==> config.mk <==
export PLATFORM = sky130hd
export DESIGN_NAME = pipe_reg_skid
export DESIGN_NICKNAME = d
export VERILOG_FILES = /design/src/rtl/pipe_pkg.sv /design/src/rtl/pipe_reg_skid_sat_counter.sv /design/src/rtl/pipe_reg_skid.sv
export SDC_FILE = /design/constraint.sdc
export NUM_CORES = 1
export LEC_CHECK = 0
export BUFFER_PORTS_ARGS = -buffer_cell sky130_fd_sc_hd__buf_2
export CORE_ASPECT_RATIO = 0.75
export CORE_MARGIN = 3
export CORE_UTILIZATION = 40
export DETAILED_ROUTE_END_ITERATION = 7
export PLACE_DENSITY_LB_ADDON = 0.05
export SYNTH_ARGS = -nofsm -noshare
export SYNTH_HDL_FRONTEND = slang
export SYNTH_HIERARCHICAL = 1
export SYNTH_SLANG_ARGS = --single-unit
==> constraint.sdc <==
create_clock -name clk -period 1.9 [get_ports clk]
set_input_delay 0.19 -clock clk [delete_from_list [all_inputs] [get_ports clk]]
set_output_delay 0.19 -clock clk [all_outputs]
set_load 0.05 [all_outputs]
==> src/rtl/pipe_pkg.sv <==
// Shared definitions for the pipeline-register skid buffer: state encoding
// and default payload field widths.
package pipe_pkg;

  localparam int unsigned OPW_DEF  = 5;
  localparam int unsigned RDW_DEF  = 9;
  localparam int unsigned BRW_DEF  = 7;
  localparam int unsigned DW_DEF   = 32;
  localparam int unsigned CNTW_DEF = 16;

  // EMPTY: nothing held; MAIN: output register full; SKID: output and skid full
  typedef enum logic [1:0] {
    EMPTY = 2'd0,
    MAIN  = 2'd1,
    SKID  = 2'd2
  } skid_state_t;

endpackage : pipe_pkg

==> src/rtl/pipe_reg_skid_sat_counter.sv <==
// Saturating up-counter with synchronous clear; clear wins over increment.
module sat_counter #(
  parameter int unsigned CNTW = 16
) (
  input  logic            clk,
  input  logic            clr,
  input  logic            inc,
  output logic [CNTW-1:0] count
);

  always_ff @(posedge clk) begin
    if (clr) begin
      count <= '0;
    end else if (inc && (count != {CNTW{1'b1}})) begin
      count <= count + CNTW'(1);
    end
  end

endmodule : sat_counter

==> src/rtl/pipe_reg_skid.sv <==
// Two-entry skid-buffered pipeline register. in_ready is a flop, so the
// upstream ready path is fully decoupled from out_ready.
module pipe_reg_skid
  import pipe_pkg::*;
#(
  parameter int unsigned OPW  = OPW_DEF,
  parameter int unsigned RDW  = RDW_DEF,
  parameter int unsigned BRW  = BRW_DEF,
  parameter int unsigned DW   = DW_DEF,
  parameter int unsigned CNTW = CNTW_DEF
) (
  input  logic            clk,
  input  logic            rst,
  input  logic            flush,
  input  logic            in_valid,
  output logic            in_ready,
  input  logic [OPW-1:0]  OpCode,
  input  logic [RDW-1:0]  RdOut,
  input  logic [BRW-1:0]  BranchResult,
  input  logic [DW-1:0]   AluResult,
  output logic            out_valid,
  input  logic            out_ready,
  output logic [OPW-1:0]  OpCodeOut,
  output logic [RDW-1:0]  RdOutOut,
  output logic [BRW-1:0]  BranchResultOutOut,
  output logic [DW-1:0]   AluResultOut,
  output logic [CNTW-1:0] stall_cnt
);

  skid_state_t    state;

  logic [OPW-1:0] skid_op;
  logic [RDW-1:0] skid_rd;
  logic [BRW-1:0] skid_br;
  logic [DW-1:0]  skid_alu;

  logic in_xfer_c;
  logic out_xfer_c;
  logic stall_inc_c;

  always_comb begin
    in_xfer_c   = in_valid & in_ready;
    out_xfer_c  = out_valid & out_ready;
    // A flush cycle leaves the stall count untouched
    stall_inc_c = out_valid & ~out_ready & ~flush;
  end

  always_ff @(posedge clk) begin
    if (rst) begin
      state              <= EMPTY;
      out_valid          <= 1'b0;
      in_ready           <= 1'b1;
      OpCodeOut          <= '0;
      RdOutOut           <= '0;
      BranchResultOutOut <= '0;
      AluResultOut       <= '0;
      skid_op            <= '0;
      skid_rd            <= '0;
      skid_br            <= '0;
      skid_alu           <= '0;
    end else if (flush) begin
      // Drop every held entry; payload registers keep stale contents
      state     <= EMPTY;
      out_valid <= 1'b0;
      in_ready  <= 1'b1;
    end else begin
      case (state)
        EMPTY: begin
          if (in_xfer_c) begin
            OpCodeOut          <= OpCode;
            RdOutOut           <= RdOut;
            BranchResultOutOut <= BranchResult;
            AluResultOut       <= AluResult;
            state              <= MAIN;
            out_valid          <= 1'b1;
            in_ready           <= 1'b1;
          end
        end
        MAIN: begin
          if (in_xfer_c && out_xfer_c) begin
            OpCodeOut          <= OpCode;
            RdOutOut           <= RdOut;
            BranchResultOutOut <= BranchResult;
            AluResultOut       <= AluResult;
          end else if (in_xfer_c) begin
            skid_op   <= OpCode;
            skid_rd   <= RdOut;
            skid_br   <= BranchResult;
            skid_alu  <= AluResult;
            state     <= SKID;
            in_ready  <= 1'b0;
          end else if (out_xfer_c) begin
            state     <= EMPTY;
            out_valid <= 1'b0;
          end
        end
        SKID: begin
          // in_ready is low here, so only an output transfer can occur
          if (out_xfer_c) begin
            OpCodeOut          <= skid_op;
            RdOutOut           <= skid_rd;
            BranchResultOutOut <= skid_br;
            AluResultOut       <= skid_alu;
            state              <= MAIN;
            in_ready           <= 1'b1;
          end
        end
        default: begin
          state     <= EMPTY;
          out_valid <= 1'b0;
          in_ready  <= 1'b1;
        end
      endcase
    end
  end

  sat_counter #(
    .CNTW (CNTW)
  ) u_stall_cnt (
    .clk   (clk),
    .clr   (rst),
    .inc   (stall_inc_c),
    .count (stall_cnt)
  );

endmodule : pipe_reg_skid

Word-level counts from Yosys, hierarchy flattened
Index checks and enable logic that the tools add are counted.
Widths: inputs -> output; s select.
{ "totals": {"reg_bits": 126, "elab_cells": 73} }
{ "classes": {"add_sub_neg": 1, "eq_ne": 11, "n_mux": 31, "bitwise": 8, "reduce_logical": 10} }
{ "ops": {"columns": ["operator", "n"], "rows": [
  ["$mux 32", 3],
  ["$pmux 32 s3", 1],
  ["$mux 9", 3],
  ["$pmux 9 s3", 1],
  ["$mux 7", 3],
  ["$pmux 7 s3", 1],
  ["$add 16x1->16 const B", 1],
  ["$ne 16x16->1 const B", 1],
  ["$mux 5", 3],
  ["$pmux 5 s3", 1],
  ["$ne 2x2->1 const B", 7],
  ["$reduce_and 4->1", 3],
  ["$mux 2", 5],
  ["$reduce_and 5->1", 2],
  ["$mux 1", 7],
  ["$pmux 1 s3", 2],
  ["$pmux 2 s3", 1],
  ["$and 1x1->1", 4],
  ["$not 1->1", 4],
  ["$ne 3x3->1 const B", 1],
  ["$reduce_bool 3->1", 1],
  ["$eq 2x1->1 const B", 1],
  ["$eq 2x2->1 const B", 1],
  ["$logic_and 1x1->1", 2],
  ["2 further kinds", 2]
]} }

Depth between registers and ports, before layout
{ "depth": {"ltp_word": 5, "ltp_mapped": 7, "mapped_depth_nobuf": 6} }

By module
The synthesis kept the hierarchy.
{ "modules_own_cells": {"columns": ["mod", "n_inst", "cells_per_inst", "area_per_inst_um2"], "rows": [
  ["pipe_reg_skid", 1, 515, 5527.8],
  ["sat_counter", 1, 99, 848.3]
]} }

Least setup slack after synthesis
No wires, ideal clock.
{ "synth_timing": {"path_kind": "register to register", "from": "reg out_valid", "to": "reg u_stall_cnt.count[7]", "setup_time_ns": 0.070, "t_arrival_ns": 2.171, "t_required_ns": 1.830, "slack_ns": -0.342, "stages_incl_launch_ff": 7, "n_path_buf": 1, "period_less_slack_ns": 2.242, "cell_sequence": "dfxtp_1 -> inv_1 -> nor3_1 -> nand2_1 -> clkbuf_1 -> or4_1 -> a21oi_1"} }
{ "synth_via": {"elab_chain_len": 3} }
{ "synth_rtl": {"columns": ["element", "line", "rtl"], "rows": [
  ["from (decl)", "pipe_reg_skid.sv:21", "output logic out_valid,"],
  ["from (signal assigned)", "pipe_reg_skid.sv:51", "out_valid <= 1'b0;"],
  ["from (signal assigned)", "pipe_reg_skid.sv:64", "out_valid <= 1'b0;"],
  ["from (signal assigned)", "pipe_reg_skid.sv:75", "out_valid <= 1'b1;"],
  ["$and 1x1->1 (2 in series)", "pipe_reg_skid.sv:45", "stall_inc_c = out_valid & ~out_ready & ~flush;"],
  ["net stall_inc_c", "pipe_reg_skid.sv:39", "logic stall_inc_c;"],
  ["$logic_and 1x1->1", "pipe_reg_skid_sat_counter.sv:14", "end else if (inc && (count != {CNTW{1'b1}})) begin"],
  ["to (signal assigned)", "pipe_reg_skid_sat_counter.sv:15", "count <= count + CNTW'(1);"],
  ["to (decl)", "pipe_reg_skid_sat_counter.sv:8", "output logic [CNTW-1:0] count"]
]} }
The timed path passes the listed nets, and every way through them passes these cells.
A chain may end at the register's enable or synchronous reset.

Worst setup path after layout
{ "layout_timing": {"from": "reg state[1]", "to": "reg skid_rd[3]"} }
{ "layout_via": {"elab_chain_len": 2} }
{ "layout_rtl": {"columns": ["element", "line", "rtl"], "rows": [
  ["from (decl)", "pipe_reg_skid.sv:30", "skid_state_t state;"],
  ["from (signal assigned)", "pipe_reg_skid.sv:50", "state <= EMPTY;"],
  ["from (signal assigned)", "pipe_reg_skid.sv:63", "state <= EMPTY;"],
  ["from (signal assigned)", "pipe_reg_skid.sv:74", "state <= MAIN;"],
  ["$eq 2x1->1", "pipe_reg_skid.sv:67", "case (state)"],
  ["$reduce_and 4->1 (no source line)", null, null],
  ["to (signal assigned)", "pipe_reg_skid.sv:87", "skid_rd <= RdOut;"],
  ["to (decl)", "pipe_reg_skid.sv:33", "logic [RDW-1:0] skid_rd;"]
]} }
No other way between the ends.

==> results.txt <==
Global route overflow -> 0
Worst reg-to-reg setup slack -> 0.19 ns
Area delta synth->final -> 23.4%
Clk buf depth -> 2
Sequential Area -> 2540 um^2
Pint -> 5.29 mW
Input/output buffers -> 128
Minimum clock period -> 1.71 ns
DR pass1 iterations -> 4
Worst R2R Path Depth -> 4
Met1 usage -> 0.258
Routed wire per std cell -> 17.4 um
Clk root buf -> clkbuf_16
Fin crit share -> 0.901
Initial DRC Count -> 278
ANT nets after route -> 0
Num ports -> 129
Clock skew -> 0.00945 ns
Crit Reg-Reg Startpoint -> state[1]$_SDFFE_PP0P_
DP Area -> 7260 um^2
Initial antenna violation count -> 1
Max frequency -> 0.584 GHz
CTS Sinks -> 126
Die Span Y -> 115 um
Status -> completed
First-pass GRT wire length -> 26.7 mm
Setup bufs post-CTS -> 0
GRT Total Usage -> 0.192
DRC viols -> 0
Seq/Total Area, Yosys -> 0.396
Die area -> 17,500 um^2
Reg2reg end -> skid_rd[3]$_SDFFE_PP0P_
H-tree Lvls -> 4
Worst EP arrival -> 2.05 ns
Placer Congestion -> 0.780
Syn Std Cell Area -> 6380 um^2
DP Cell Count -> 911
Lkg Pwr -> 3.29 nW
Sw Pwr -> 1.88 mW
Post-synthesis cell type count -> 44
Drt via density -> 5.47
Gate Count Post-Synth -> 614
N_diodes -> 0
Hold-fix buffers, CTS -> 0
Yosys warns -> 6
# rows -> 39
Cell area after layout -> 7870 um^2
Final Max Slew Viols -> 0
Setup total negative slack -> 0 ns
Syn avg cell area -> 10.4 um^2
Core area -> 15,400 um^2
Drt total wl -> 16.4 mm
GR Layer Usage met3 -> 0.0630
Max_cap viols -> 0
Share of the synthesized area in the top cell type -> 0.396
Critical Path End -> skid_rd[3]$_SDFFE_PP0P_
Starting Density -> 0.414
Worst vdd ir -> 0.000617 V
Top cells by area, synth -> dfxtp_1 40%, mux2i_1 17%, nand2b_1 10%, a211oi_2 9.8%, a221oi_1 7.3%
Synth area leader -> dfxtp_1
GR Util met2 -> 0.296
Origin of the worst setup path -> state[1]$_SDFFE_PP0P_
Clk slew on worst S/H paths -> 0.05 ns
Slew headroom -> 0.647
Sequential power share -> 0.393
Worst path required time -> 2.24 ns
Net Sw Frac -> 0.262
Via count -> 5,154
Clock power share -> 0.459
Hold path cells -> 3
Post-Layout Cell Count -> 943
Die width -> 152 um
Largest net degree at the start of global routing -> 96
Ys async rst share -> 0
Worst Tran Pin Value -> 0.523 ns
Nets -> 784
Vias in the first global route -> 5,190
EDFF count, synth -> 0
CP Launch Type -> flop
Syn nets -> 673
Setup violators final -> 0
FILL cells -> 1,431
Post-cts repair resize count -> 0
Share of post-route cells with drive strength above 1 -> 0.350
Logic pwr share -> 0.148
Clock latency at the later pin of the worst-skew pair -> 0.41 ns
CTS tree -> built
DP HPWL -> 10.8 mm
Multi-input logic area -> 3540 um^2
Grt peak-use layer -> met2
Fin. Hold Viols -> 0
Worst Path Class, Setup -> flop to flop
Worst Setup End Kind -> flop
Cell Pwr Density -> 910 nW/um^2
Top FF cell, synth -> dfxtp_1
FF+latch count, synth -> 126
CP max FO -> 18
CTS Buf Count -> 17
RSZ-0062 raised after global routing -> false
Worst min path class -> input pin to flop
==> registers in the layout, summed over array words and instances (netlist names) <==
| name | flops |
|---|---|
| RdOutOut | 9 |
| BranchResultOutOut | 7 |
| skid_alu | 32 |
| in_ready | 1 |
| AluResultOut | 32 |
| skid_rd | 9 |
| state | 2 |
| skid_br | 7 |
| skid_op | 5 |
| OpCodeOut | 5 |
| out_valid | 1 |
| u_stall_cnt/count | 16 |
==> synthesized netlist by cell type (all sizes together) (4+ instances only) <==
cell type / number
mux2i: 107
o21ai: 5
a21oi: 13
a211oi: 54
o31ai: 6
or4: 7
nand2: 10
nor2: 8
nand4: 4
a221oi: 53
clkbuf: 38
nor3: 6
buf: 26
nand2b: 107
inv: 4
nand3: 7
dfxtp: 126
==> cells in the final DEF, fill, tap and decap left out, types with 2 or more instances in the layout <==
cell       Yosys  routed
buf_2         12     127
dfxtp_1      126     114
mux2i_1      107     107
nand2b_1     107     106
a221oi_1      53      53
a211oi_2      50      50
buf_4          7      24
clkbuf_16      0      17
a21oi_1       13      13
dfxtp_2        0      12
nand2_1        9       9
nor2_1         8       8
nand3_1        7       7
clkbuf_8       0       7
or4_1          7       7
o31ai_1        6       6
nor3_1         6       5
o21ai_0        5       5
buf_12         0       5
inv_1          4       4
a211oi_1       4       4
clkinv_2       0       3
clkbuf_1      38       3
nand4_1        3       3
and4_1         3       3
or3_1          3       3
and4bb_2       0       2
nand3b_1       2       2
nor3b_1        3       2
o21a_1         2       2
bufinv_16      0       2
xnor2_1        2       2
nor4_1         2       2
nor2b_1        2       2
==> per-layer routing <==
layer / share of wire / vias to the layer above / routed length [um]
li1: - / 2518 / -
met1: 0.48 / 2494 / 7810
met2: 0.45 / 129 / 7470
met3: 0.063 / 11 / 1030
met4: 0.0072 / 2 / 118
met5: 0.00079 / - / 13
==> power by group through the flow <==
stage	registers [mW]	logic (mW)	clock network (mW)
6_report	2.81	1.06	3.29
5_1_grt	2.82	1.14	3.51
3_3_place_gp	2.86	1.05	0
3_5_place_dp	2.87	1.07	0
4_1_cts	2.81	1.07	3.38
2_1_floorplan	3.16	0.490	0
==> logic make-up (layout without fill, tap and decap cells) <==
kind of cell / count (synthesis) / in the layout / share of synthesized area
simple gates: 170 / 170 / 0.169
compound gates: 139 / 139 / 0.208
flops: 126 / 126 / 0.396
mux: 108 / 108 / 0.170
buf+inv: 68 / 192 / 0.0536
xor+xnor: 2 / 2 / 0.00275
fa+ha+maj: 1 / 1 / 0.00196
==> layout make-up <==
type | count | area share
Inverter | 4 | 0.00191
Clock inverter | 5 | 0.00954
Clock buffer | 27 | 0.0677
Sequential cell | 126 | 0.322
Tap cell | 205 | 0.0326
Timing Repair Buffer | 156 | 0.116
Multi-Input combinational cell | 420 | 0.450
==> per-stage QoR <==
step / utilization / power [mW] / hold slack, ns / worst slack (ns)
after floorplan: - / 3.65 / 0.328 / -0.00302
after global placement: 0.471 / 3.91 / 0.457 / 0.248
after detailed placement: 0.471 / 3.93 / 0.466 / 0.204
after CTS: 0.510 / 7.26 / 0.0267 / 0.189
after global routing: 0.510 / 7.47 / 0.0346 / 0.0616
final: 0.510 / 7.16 / 0.0458 / 0.189
==> critical path, cell delays in order, from the launching register on <==
cell,delay (ns)
dfxtp_1,0.41
nand4b_1,0.27
nor3b_2,0.32
buf_4,0.39
mux2i_1,0.24
==> worst min path at each step <==
stage	from	endpoint	slack, ns
2_1_floorplan	flush	in_ready$_SDFFE_PP1P_	0.33
3_3_place_gp	skid_alu[22]$_SDFFE_PP0P_	skid_alu[22]$_SDFFE_PP0P_	0.46
3_5_place_dp	skid_alu[18]$_SDFFE_PP0P_	skid_alu[18]$_SDFFE_PP0P_	0.47
4_1_cts	AluResult[13]	skid_alu[13]$_SDFFE_PP0P_	0.03
5_1_grt	BranchResult[5]	skid_br[5]$_SDFFE_PP0P_	0.03
6_report	AluResult[22]	skid_alu[22]$_SDFFE_PP0P_	0.05
Power figures use the tool's default switching activity.
